--- config.mk ---
export PLATFORM = sky130hd
export DESIGN_NAME = divmod_result_fifo
export DESIGN_NICKNAME = d
export VERILOG_FILES = /design/src/rtl/divmod_result_fifo.sv
export SDC_FILE = /design/constraint.sdc
export NUM_CORES = 1
export LEC_CHECK = 0
export BUFFER_PORTS_ARGS = -buffer_cell sky130_fd_sc_hd__buf_2
export CAP_MARGIN = 20
export CORE_MARGIN = 3
export CORE_UTILIZATION = 40
export DETAILED_ROUTE_END_ITERATION = 8
export HOLD_SLACK_MARGIN = 0.02
export SYNTH_ARGS = -nofsm -noshare
export SYNTH_HDL_FRONTEND = slang
export SYNTH_SLANG_ARGS = --single-unit
--- constraint.sdc ---
create_clock -name clk -period 8.4 [get_ports clk]
set_input_delay 0.84 -clock clk [delete_from_list [all_inputs] [get_ports clk]]
set_output_delay 0.84 -clock clk [all_outputs]
set_load 0.02 [all_outputs]
--- src/rtl/divmod_result_fifo.sv ---
// divmod_result_fifo: first-word-fall-through result buffer behind the divider.
// The divider strobes a result for one cycle and cannot be stalled, so every
// result is captured here, tagged with a divide-by-zero flag, and handed to
// the consumer over ready/valid. The fill level and a sticky overflow flag let
// the issuer stop sending operands while the buffer is full.
// Optional: define DIVMOD_RESULT_STATS_EN to add saturating counters of
// accepted results and accepted divide-by-zero results.
module divmod_result_fifo #(
    parameter int DEPTH = 4,
    parameter int WIDTH = 32
) (
    input  logic                     clk,
    input  logic                     reset,
    input  logic                     i_valid,
    input  logic [WIDTH-1:0]         i_payload_1,
    input  logic [WIDTH-1:0]         i_payload_2,
    output logic                     i_ready,
    output logic                     o_valid,
    input  logic                     o_ready,
    output logic [WIDTH-1:0]         o_payload_1,
    output logic [WIDTH-1:0]         o_payload_2,
    output logic                     o_div_by_zero,
    output logic [$clog2(DEPTH):0]   o_level,
    output logic                     o_overflow,
    input  logic                     i_clear_overflow
`ifdef DIVMOD_RESULT_STATS_EN
    ,
    output logic [31:0]              o_result_count,
    output logic [15:0]              o_dz_count
`endif
);

    localparam int AW = $clog2(DEPTH);
    localparam logic [AW:0] LP_DEPTH = (AW+1)'(DEPTH);

    typedef struct packed {
        logic             dz;
        logic [WIDTH-1:0] q;
        logic [WIDTH-1:0] r;
    } entry_t;

    entry_t          r_mem [DEPTH];
    logic [AW-1:0]   r_rd_ptr;
    logic [AW-1:0]   r_wr_ptr;
    logic [AW:0]     r_count;
    logic            r_overflow;

    logic            w_full;
    logic            w_pop;
    logic            w_push;
    logic            w_drop;
    logic            w_dz;
    entry_t          w_head;

    assign w_full  = (r_count == LP_DEPTH);
    assign o_valid = (r_count != '0);
    assign w_pop   = o_valid & o_ready;
    // A full buffer still accepts a result when the head leaves in the same cycle.
    assign w_push  = i_valid & (~w_full | w_pop);
    assign w_drop  = i_valid & w_full & ~w_pop;
    assign i_ready = ~w_full | w_pop;

    // Remainder is always below the divisor, so q=r=all-ones only comes from /0.
    assign w_dz = (&i_payload_1) & (&i_payload_2);

    // Head fields masked while empty because the storage itself is never reset.
    assign w_head        = r_mem[r_rd_ptr];
    assign o_payload_1   = o_valid ? w_head.q  : '0;
    assign o_payload_2   = o_valid ? w_head.r  : '0;
    assign o_div_by_zero = o_valid ? w_head.dz : 1'b0;
    assign o_level       = r_count;
    assign o_overflow    = r_overflow;

    // Storage write; no reset so it maps onto plain registers or RAM.
    always_ff @(posedge clk) begin
        if (w_push) begin
            r_mem[r_wr_ptr] <= '{dz: w_dz, q: i_payload_1, r: i_payload_2};
        end
    end

    // Pointers and count; power-of-two depth makes the pointers wrap naturally.
    always_ff @(posedge clk or negedge reset) begin
        if (!reset) begin
            r_rd_ptr <= '0;
            r_wr_ptr <= '0;
            r_count  <= '0;
        end else begin
            if (w_push) r_wr_ptr <= r_wr_ptr + AW'(1);
            if (w_pop)  r_rd_ptr <= r_rd_ptr + AW'(1);
            case ({w_push, w_pop})
                2'b10:   r_count <= r_count + (AW+1)'(1);
                2'b01:   r_count <= r_count - (AW+1)'(1);
                default: r_count <= r_count;
            endcase
        end
    end

    // Sticky overflow; a new drop takes priority over a clear in the same cycle.
    always_ff @(posedge clk or negedge reset) begin
        if (!reset) begin
            r_overflow <= 1'b0;
        end else if (w_drop) begin
            r_overflow <= 1'b1;
        end else if (i_clear_overflow) begin
            r_overflow <= 1'b0;
        end
    end

`ifdef DIVMOD_RESULT_STATS_EN
    logic [31:0] r_result_count;
    logic [15:0] r_dz_count;

    // Saturating counters of accepted results; dropped results are not counted.
    always_ff @(posedge clk or negedge reset) begin
        if (!reset) begin
            r_result_count <= '0;
            r_dz_count     <= '0;
        end else if (w_push) begin
            if (r_result_count != 32'hFFFF_FFFF) r_result_count <= r_result_count + 32'd1;
            if (w_dz && (r_dz_count != 16'hFFFF)) r_dz_count <= r_dz_count + 16'd1;
        end
    end

    assign o_result_count = r_result_count;
    assign o_dz_count     = r_dz_count;
`endif

endmodule

==> impl_metrics.toml, run 1 <==
[status]
outcome = "finished, final reports clean"

[pwr]
clockPowerShare_pct = 25.9
power_frac_comb_pct = 33.0
peakVddDrop_v = 0.000265
seq_power_share_pct = 41.1
power_mw = 4.75
cellLeakagePower_nw = 4.24
swShare_pct = 32.6
intPower_mw = 3.20
power_density_mw_per_mm2 = 382
switching_power_mw = 1.55

[synth]
netlist_instances = 488
ys_types = 34
syn_nets = 562
ys_warn_count = 0
syn_avg_cell_area_um2 = 21.6
ys_ff_latch = 268
synth-seq-area-share_pct = 76.1
syn_area_mm2 = 0.0105

[cts]
cts_hold_buf = 0
insertion_delay_ns = 0.52
cts_resized = 0
cts_tree = "built"
cts_sinks = 268
clockRootBuffer = "clkbuf_16"
cts-buffers-inserted = 28
postCtsSetupBuffers = 0
clk_pin_slew_ns = 0.06
clk_path_buf_depth = 3
cts_max_level = 1

[cells_and_area]
nFillCells = 2117
drive_above_1_share_pct = 39.3
final_cell_mix = "edfxtp_1 (260), buf_2 (139), mux4_2 (65), and2_1 (65), clkbuf_16 (29)"
nets = 709
seqCellArea_mm2 = 0.00802
final_common_cell = "edfxtp_1"
multi_input_area_mm2 = 0.00232
fin_cells = 987
area_delta_synth_final_pct = 18.1

[global_route]
grt_pass1_wl_um = 33100
grt_start_max_net_pins = 69
grt_pass1_vias = 5678
grt_usage_pct = 15.0
grt_antenna_before_repair = 2
grt_overflow_total = 0

[setup_path]
reg2regPathDepth = 7
cp_max_fo = 35
reg2reg_to = "o_level[2]"
r2r_start = "o_level[0]"
endpoint_kind = "output port"
cp_data_arrival_time_ns = 3.10
critical_path.startpoint_type = "register"
critPathRequiredTime_ns = 7.56
crit_type = "reg -> out"
r2r_setup_slack_ns = 5.80

[die]
coreArea_mm2 = 0.0255
initial_core_util_pct = 41.2
dieArea_mm2 = 0.0283
fp.dieH_um = 168
num_rows = 58
die_x_um = 168
pin_count = 140

[routing]
drtIter0Drc = 326
ant_nets = 0
remaining_drc_errors = 0
drt-wirelength-per-cell_um = 21.7
dr_total_vias = 5143
vias_per_cell = 5.21
dr.pass1.iters = 4
drt_wl_total_um = 21400

[sta]
post-route-min-period_ns = 3.94
setup_viol = 0
tightest_slew_ns = 1.05
relSlewSlack_pct = 29.8
finClkSkew_ns = 0.00838
fin_hold_ws_ns = 0.159
finalMaxSlewViolations = 0
fmax_mhz = 254
rsz0062_at_grt = "false"
hold_violations = 0
tns_ns = 0
period_share_pct = 46.9

[place]
port_buffers = 139
place_hpwl_um = 12200
place.gp.congestion = 0.718
dp_cells = 934

[worst_hold_path]
holdCritPathClass = "in -> async"

[job]
max_cap_violations = 0
-- metal layers --
metal | track usage [%] | part of all wire, % | vias to the layer above
met2 | 25.4 | 50 | 164
met4 | 3.70 | 1.8 | 2
met1 | 20.3 | 43 | 2652
met3 | 2.89 | 5.5 | 33
li1 | - | - | 2292
met5 | 0 | 0.033 | -
-- logic make-up after synthesis --
group                    share of synthesized area [%]
AND/OR/NAND/NOR                                   6.16
adder cells (fa/ha/maj)                          0.666
XOR/XNOR                                         0.416
buffers and inverters                             1.96
AO/OA/AOI/OAI                                    0.594
multiplexers                                      14.1
flip-flops                                        76.1
-- state kept, by name, indices dropped and copies added, names as in the netlist --
| register | cells |
|---|---|
| r_rd_ptr | 2 |
| o_overflow | 1 |
| r_wr_ptr | 2 |
| r_mem | 260 |
| o_level | 3 |
-- power groups by stage --
stage | logic, mW | clock network, mW | registers, mW
after floorplan | 1.22 | 0 | 1.86
after global placement | 1.58 | 0 | 1.98
after detailed placement | 1.59 | 0 | 1.99
after CTS | 1.60 | 1.27 | 1.97
after global routing | 1.69 | 1.31 | 1.99
final | 1.56 | 1.23 | 1.95
-- metrics by stage --
step	setup slack [ns]	utilization, %	instance area, um^2
detailed placement	4.88	44.9	11500
global route	4.15	48.7	12400
floorplan	5.22	-	10500
CTS	4.29	48.6	12400
global placement	4.90	44.9	11500
finish	4.46	48.7	12400
-- final cells by class --
| class | count | area share [%] |
|---|---|---|
| Antenna cell | 1 | 0.0201 |
| Timing Repair Buffer | 141 | 5.88 |
| Inverter | 7 | 0.211 |
| Clock buffer | 34 | 5.99 |
| Multi-Input combinational cell | 189 | 18.7 |
| Sequential cell | 268 | 64.5 |
| Clock inverter | 17 | 1.46 |
| Tap cell | 330 | 3.32 |
-- Yosys cell counts --
| master | n | area, um^2 |
|---|---|---|
| xor2_1 | 2 | 17.5 |
| buf_12 | 4 | 80.1 |
| nand3b_1 | 1 | 7.51 |
| nand2_1 | 3 | 11.3 |
| nor4b_2 | 1 | 15.0 |
| nor2b_1 | 1 | 6.26 |
| o221ai_1 | 1 | 8.76 |
| buf_2 | 5 | 25.0 |
| nor2_1 | 1 | 3.75 |
| or3_4 | 1 | 11.3 |
| o22ai_1 | 1 | 6.26 |
| a22oi_1 | 1 | 7.51 |
| or2_2 | 2 | 12.5 |
| and4_1 | 1 | 8.76 |
| buf_6 | 1 | 11.3 |
| edfxtp_1 | 260 | 7810 |
| o2111ai_1 | 2 | 17.5 |
| dfrtp_1 | 8 | 200 |
| clkbuf_1 | 10 | 37.5 |
| nand4_1 | 16 | 100 |
| and2_1 | 69 | 432 |
| mux2_1 | 1 | 11.3 |
| o21ai_0 | 3 | 15.0 |
| nor4_1 | 4 | 25.0 |
| fa_1 | 1 | 20.0 |
| mux4_2 | 65 | 1460 |
| o211ai_1 | 1 | 7.51 |
| buf_1 | 1 | 3.75 |
| mux2_2 | 1 | 11.3 |
| inv_1 | 7 | 26.3 |
| ha_1 | 4 | 50.1 |
| nand3_1 | 3 | 15.0 |
| buf_4 | 3 | 22.5 |
| xnor2_1 | 3 | 26.3 |
-- worst max path at each step --
stage,startpoint,endpoint,cells after the start
after floorplan,o_ready,r_mem[0][0],3
after global placement,r_rd_ptr[0],o_payload_1[5],4
after detailed placement,r_rd_ptr[0],o_payload_1[10],4
after CTS,r_rd_ptr[0],o_payload_1[10],4
after global routing,r_rd_ptr[0],o_payload_1[10],4
final,r_rd_ptr[0],o_payload_1[10],4
-- worst max-delay path: stages, from the launching register on --
cell     delay [ns]
dfrtp_4        0.90
buf_4          0.69
mux4_2         0.62
and2_1         0.18
buf_2          0.16
Note: power is estimated with default switching activity, not from simulation.
==> run 2: changes to the inputs <==
Clock period 8.4 ns to 3.3 ns, I/O delays scaled along.
==> impl_metrics.toml, run 2 (same netlist as run 1, synthesis figures left out) <==
[sta]
relSlewSlack_pct = 51.0
post-route-min-period_ns = 2.78
tightest_slew_ns = 0.729
hold_violations = 0
rsz0062_at_grt = "false"
period_share_pct = 84.1
tns_ns = 0
setup_viol = 0
fmax_mhz = 360
finalMaxSlewViolations = 0
finClkSkew_ns = 0.00685

[cts]
cts_resized = 0
cts_tree = "built"
clk_pin_slew_ns = 0.06
insertion_delay_ns = 0.52
clockRootBuffer = "clkbuf_16"
cts-buffers-inserted = 29
cts_sinks = 268
clk_path_buf_depth = 3
cts_max_level = 1

[worst_hold_path]
holdCritPathClass = "in -> reg"
whs_endpoint = "r_mem[1][59]"
hold_start = "i_payload_1[27]"
holdPathStages = 1

[routing]
dr_total_vias = 5248
ant_nets = 0
drtIter0Drc = 323
drt-wirelength-per-cell_um = 21.8
remaining_drc_errors = 0
drt_wl_total_um = 21900
vias_per_cell = 5.21
dr.pass1.iters = 4

[setup_path]
critPathRequiredTime_ns = 2.97
r2r_start = "o_level[0]"
cp_data_arrival_time_ns = 2.45
crit_type = "reg -> out"
reg2regPathDepth = 7
reg2reg_to = "o_level[2]"
cp_max_fo = 28
critical_path.startpoint_type = "register"
r2r_setup_slack_ns = 0.96
endpoint_kind = "output port"

[global_route]
grt_pass1_wl_um = 34300
grt_overflow_total = 0
grt_pass1_vias = 5765
grt_antenna_before_repair = 0
grt_start_max_net_pins = 59
grt_usage_pct = 15.5

[cells_and_area]
final_common_cell = "edfxtp_1"
antenna_cells = 0
area_delta_synth_final_pct = 20.1
largest_register = "r_mem"
drive_above_1_share_pct = 39.6
largest_register_ffs = 260
nets = 729
nFillCells = 2124
final_cell_mix = "edfxtp_1 (260), buf_2 (139), mux4_2 (65), and2_1 (65), clkbuf_16 (29)"

[die]
die_x_um = 168
num_rows = 58
coreArea_mm2 = 0.0255
pin_count = 140
initial_core_util_pct = 41.2
dieArea_mm2 = 0.0283
fp.dieH_um = 168

[pwr]
power_density_mw_per_mm2 = 968
cellLeakagePower_nw = 4.35
power_mw = 12.2
peakVddDrop_v = 0.000512

[status]
outcome = "finished, final reports clean"

[place]
place.gp.congestion = 0.702
place_hpwl_um = 13300
port_buffers = 139

[job]
max_cap_violations = 0
-- run 2: area by class of cell --
cell class / instances / area [um^2] / area share (%)
inverter: 7 / 26.3 / 0.208
clock buffer: 35 / 748 / 5.92
timing repair buffer: 160 / 936 / 7.40
multi-input combinational: 189 / 2320 / 18.4
clock inverter: 18 / 181 / 1.44
sequential: 268 / 8020 / 63.4
tap: 330 / 413 / 3.27
-- run 2: per-stage QoR --
step	hold slack (ns)	cell area [um^2]	utilization, %	worst slack, ns	cells
CTS	0.0201	12600	49.5	0.454	1007
finish	0.0393	12600	49.5	0.524	1007
detailed placement	0.198	11600	45.5	0.949	946
global route	0.0216	12600	49.5	0.370	1007
global placement	0.191	11600	45.5	1.01	946
floorplan	0.0344	10500	-	0.296	488
-- run 2: routing by layer --
layer / vias to the layer above / global-route usage, % / wire length (um)
met3: 28 / 2.75 / 1110
met2: 150 / 25.5 / 10800
met5: - / 0 / 0
met4: 0 / 3.66 / 406
li1: 2330 / - / -
met1: 2740 / 21.8 / 9610
-- run 2: where the power goes --
group / total [mW] / switching [mW] / internal [mW]
registers: 4.84 / 0.358 / 4.48
clock network: 3.14 / 1.23 / 1.91
logic: 4.26 / 2.41 / 1.84
-- run 2: worst max path at each step --
stage	from	to	slack [ns]	cells past startpoint
6_report	r_rd_ptr[0]	o_payload_2[25]	0.52	4
5_1_grt	r_rd_ptr[0]	o_payload_2[15]	0.37	4
4_1_cts	r_rd_ptr[0]	o_payload_2[12]	0.45	4
3_5_place_dp	o_level[2]	r_mem[2][29]	0.95	4
3_3_place_gp	o_level[1]	o_level[2]	1.01	7
2_1_floorplan	o_level[2]	r_mem[0][0]	0.30	3
-- run 2: worst max-delay path, cell delays in order (launching register included) --
cell and delay (ns):
dfrtp_4 0.69, buf_12 0.32, mux4_2 0.54, and2_1 0.19, buf_2 0.16
-- run 2: timing repair --
action | in CTS | in global routing
hold buffers | 8 | 0
endpoints found under the hold margin | 31 | 0
buffers inserted | 0 | 0
==> run 3: changes to the inputs <==
Clock period 3.3 ns to 2.6 ns, I/O delays scaled along.
==> impl_metrics.toml, run 3 (same netlist as run 1, synthesis figures left out) <==
[sta]
finClkSkew_ns = 0.0125
finalMaxSlewViolations = 0
hold_violations = 0
setup_viol = 0
tightest_slew_ns = 0.694
fin_hold_ws_ns = 0.0525
fmax_mhz = 408
tns_ns = 0
period_share_pct = 94.3
post-route-min-period_ns = 2.45
rsz0062_at_grt = "false"
relSlewSlack_pct = 53.3

[worst_hold_path]
holdCritPathClass = "in -> reg"

[die]
dieArea_mm2 = 0.0283
num_rows = 58
coreArea_mm2 = 0.0255
die_x_um = 168
initial_core_util_pct = 41.2
pin_count = 140
fp.dieH_um = 168

[cells_and_area]
multi_input_area_mm2 = 0.00232
final_cell_mix = "edfxtp_1 (260), buf_2 (139), mux4_2 (65), and2_1 (65), dlygate4sd3_1 (65)"
fin_util_pct = 52.6
antenna_cells = 0
largest_register_ffs = 260
drive_above_1_share_pct = 37.6
seqCellArea_mm2 = 0.00802
nets = 792
nFillCells = 2051
area_delta_synth_final_pct = 27.6
final_common_cell = "edfxtp_1"
fin_cells = 1070
largest_register = "r_mem"

[global_route]
grt_usage_pct = 16.1
grt_pass1_wl_um = 35700
grt_pass1_vias = 6039
grt_start_max_net_pins = 36
grt_overflow_total = 0
grt_antenna_before_repair = 0

[cts]
insertion_delay_ns = 0.53
cts_tree = "built"
clk_path_buf_depth = 3
cts_max_level = 1
cts_sinks = 268
clk_pin_slew_ns = 0.06
clockRootBuffer = "clkbuf_16"
cts-buffers-inserted = 29
cts_resized = 0

[pwr]
switching_power_mw = 5.17
clockPowerShare_pct = 26.9
power_density_mw_per_mm2 = 1200
peakVddDrop_v = 0.000835
cellLeakagePower_nw = 4.68
seq_power_share_pct = 37.2
intPower_mw = 10.9
power_mw = 16.1
power_frac_comb_pct = 35.9
swShare_pct = 32.1

[setup_path]
endpoint_kind = "output port"
critical_path.startpoint_type = "register"
cp_data_arrival_time_ns = 2.19
crit_type = "reg -> out"
critPathRequiredTime_ns = 2.34
cp_max_fo = 23

[routing]
drt_wl_total_um = 22900
remaining_drc_errors = 0
ant_nets = 0
dr.pass1.iters = 4
drtIter0Drc = 371
dr_total_vias = 5501
vias_per_cell = 5.14
drt-wirelength-per-cell_um = 21.4

[place]
port_buffers = 139
place_hpwl_um = 13900
place.gp.congestion = 0.716
dp_cells = 949

[job]
max_cap_violations = 0

[status]
outcome = "finished, final reports clean"
==> run 3: timing repair <==
action	CTS	global route
buffers inserted	2	1
endpoints found under the hold margin	261	0
hold buffers	65	0
setup endpoints to repair	54	8
==> run 3: routing by layer <==
layer | track usage, % | share of wire (%) | routed length (um) | vias up
met5 | 0 | 0 | 0 | -
met4 | 4.02 | 1.6 | 362 | 0
met3 | 2.25 | 5.5 | 1260 | 32
met2 | 27.7 | 51 | 11700 | 172
met1 | 22.0 | 42 | 9550 | 2839
li1 | - | - | - | 2458
==> run 3: path summary, 6_finish.rpt <==
path	end	depth (start not counted)	slack, ns	from
setup / recovery	o_payload_1[5]	4	0.15	r_rd_ptr[0]
hold / removal	r_mem[1][35]	1	0.05	i_payload_1[3]
setup reg to reg	r_mem[0][8]	4	0.54	o_level[2]
hold reg to reg	o_overflow	2	0.53	o_overflow
max in group asynchronous	r_rd_ptr[0]	2	2.28	reset
min in group asynchronous	o_level[0]	2	0.12	reset
==> run 3: critical path, stage by stage (launching register included) <==
cell,delay [ns]
dfrtp_4,0.50
buf_12,0.24
mux4_2,0.53
and2_1,0.21
buf_2,0.17
==> run 3: final cells by class <==
type,instances,area share (%)
clock buffer,34,5.55
sequential,268,59.7
multi-input combinational,189,17.3
timing repair buffer,223,12.2
inverter,7,0.196
clock inverter,19,2.02
tap,330,3.08
==> run 3: through the flow <==
stage,cell area (um^2),worst slack (ns)
2_1_floorplan,10500,0.295
3_3_place_gp,11700,0.473
3_5_place_dp,11700,0.459
4_1_cts,13400,0.0264
5_1_grt,13400,0.0560
6_report,13400,0.149
==> run 3: power groups by stage <==
stage | combinational (mW) | sequential (mW) | clock [mW]
after floorplan | 3.96 | 5.97 | 0
after global placement | 5.63 | 6.13 | 0
after detailed placement | 5.68 | 6.19 | 0
after CTS | 5.86 | 6.05 | 4.43
after global routing | 6.23 | 6.07 | 4.64
final | 5.78 | 6.00 | 4.34
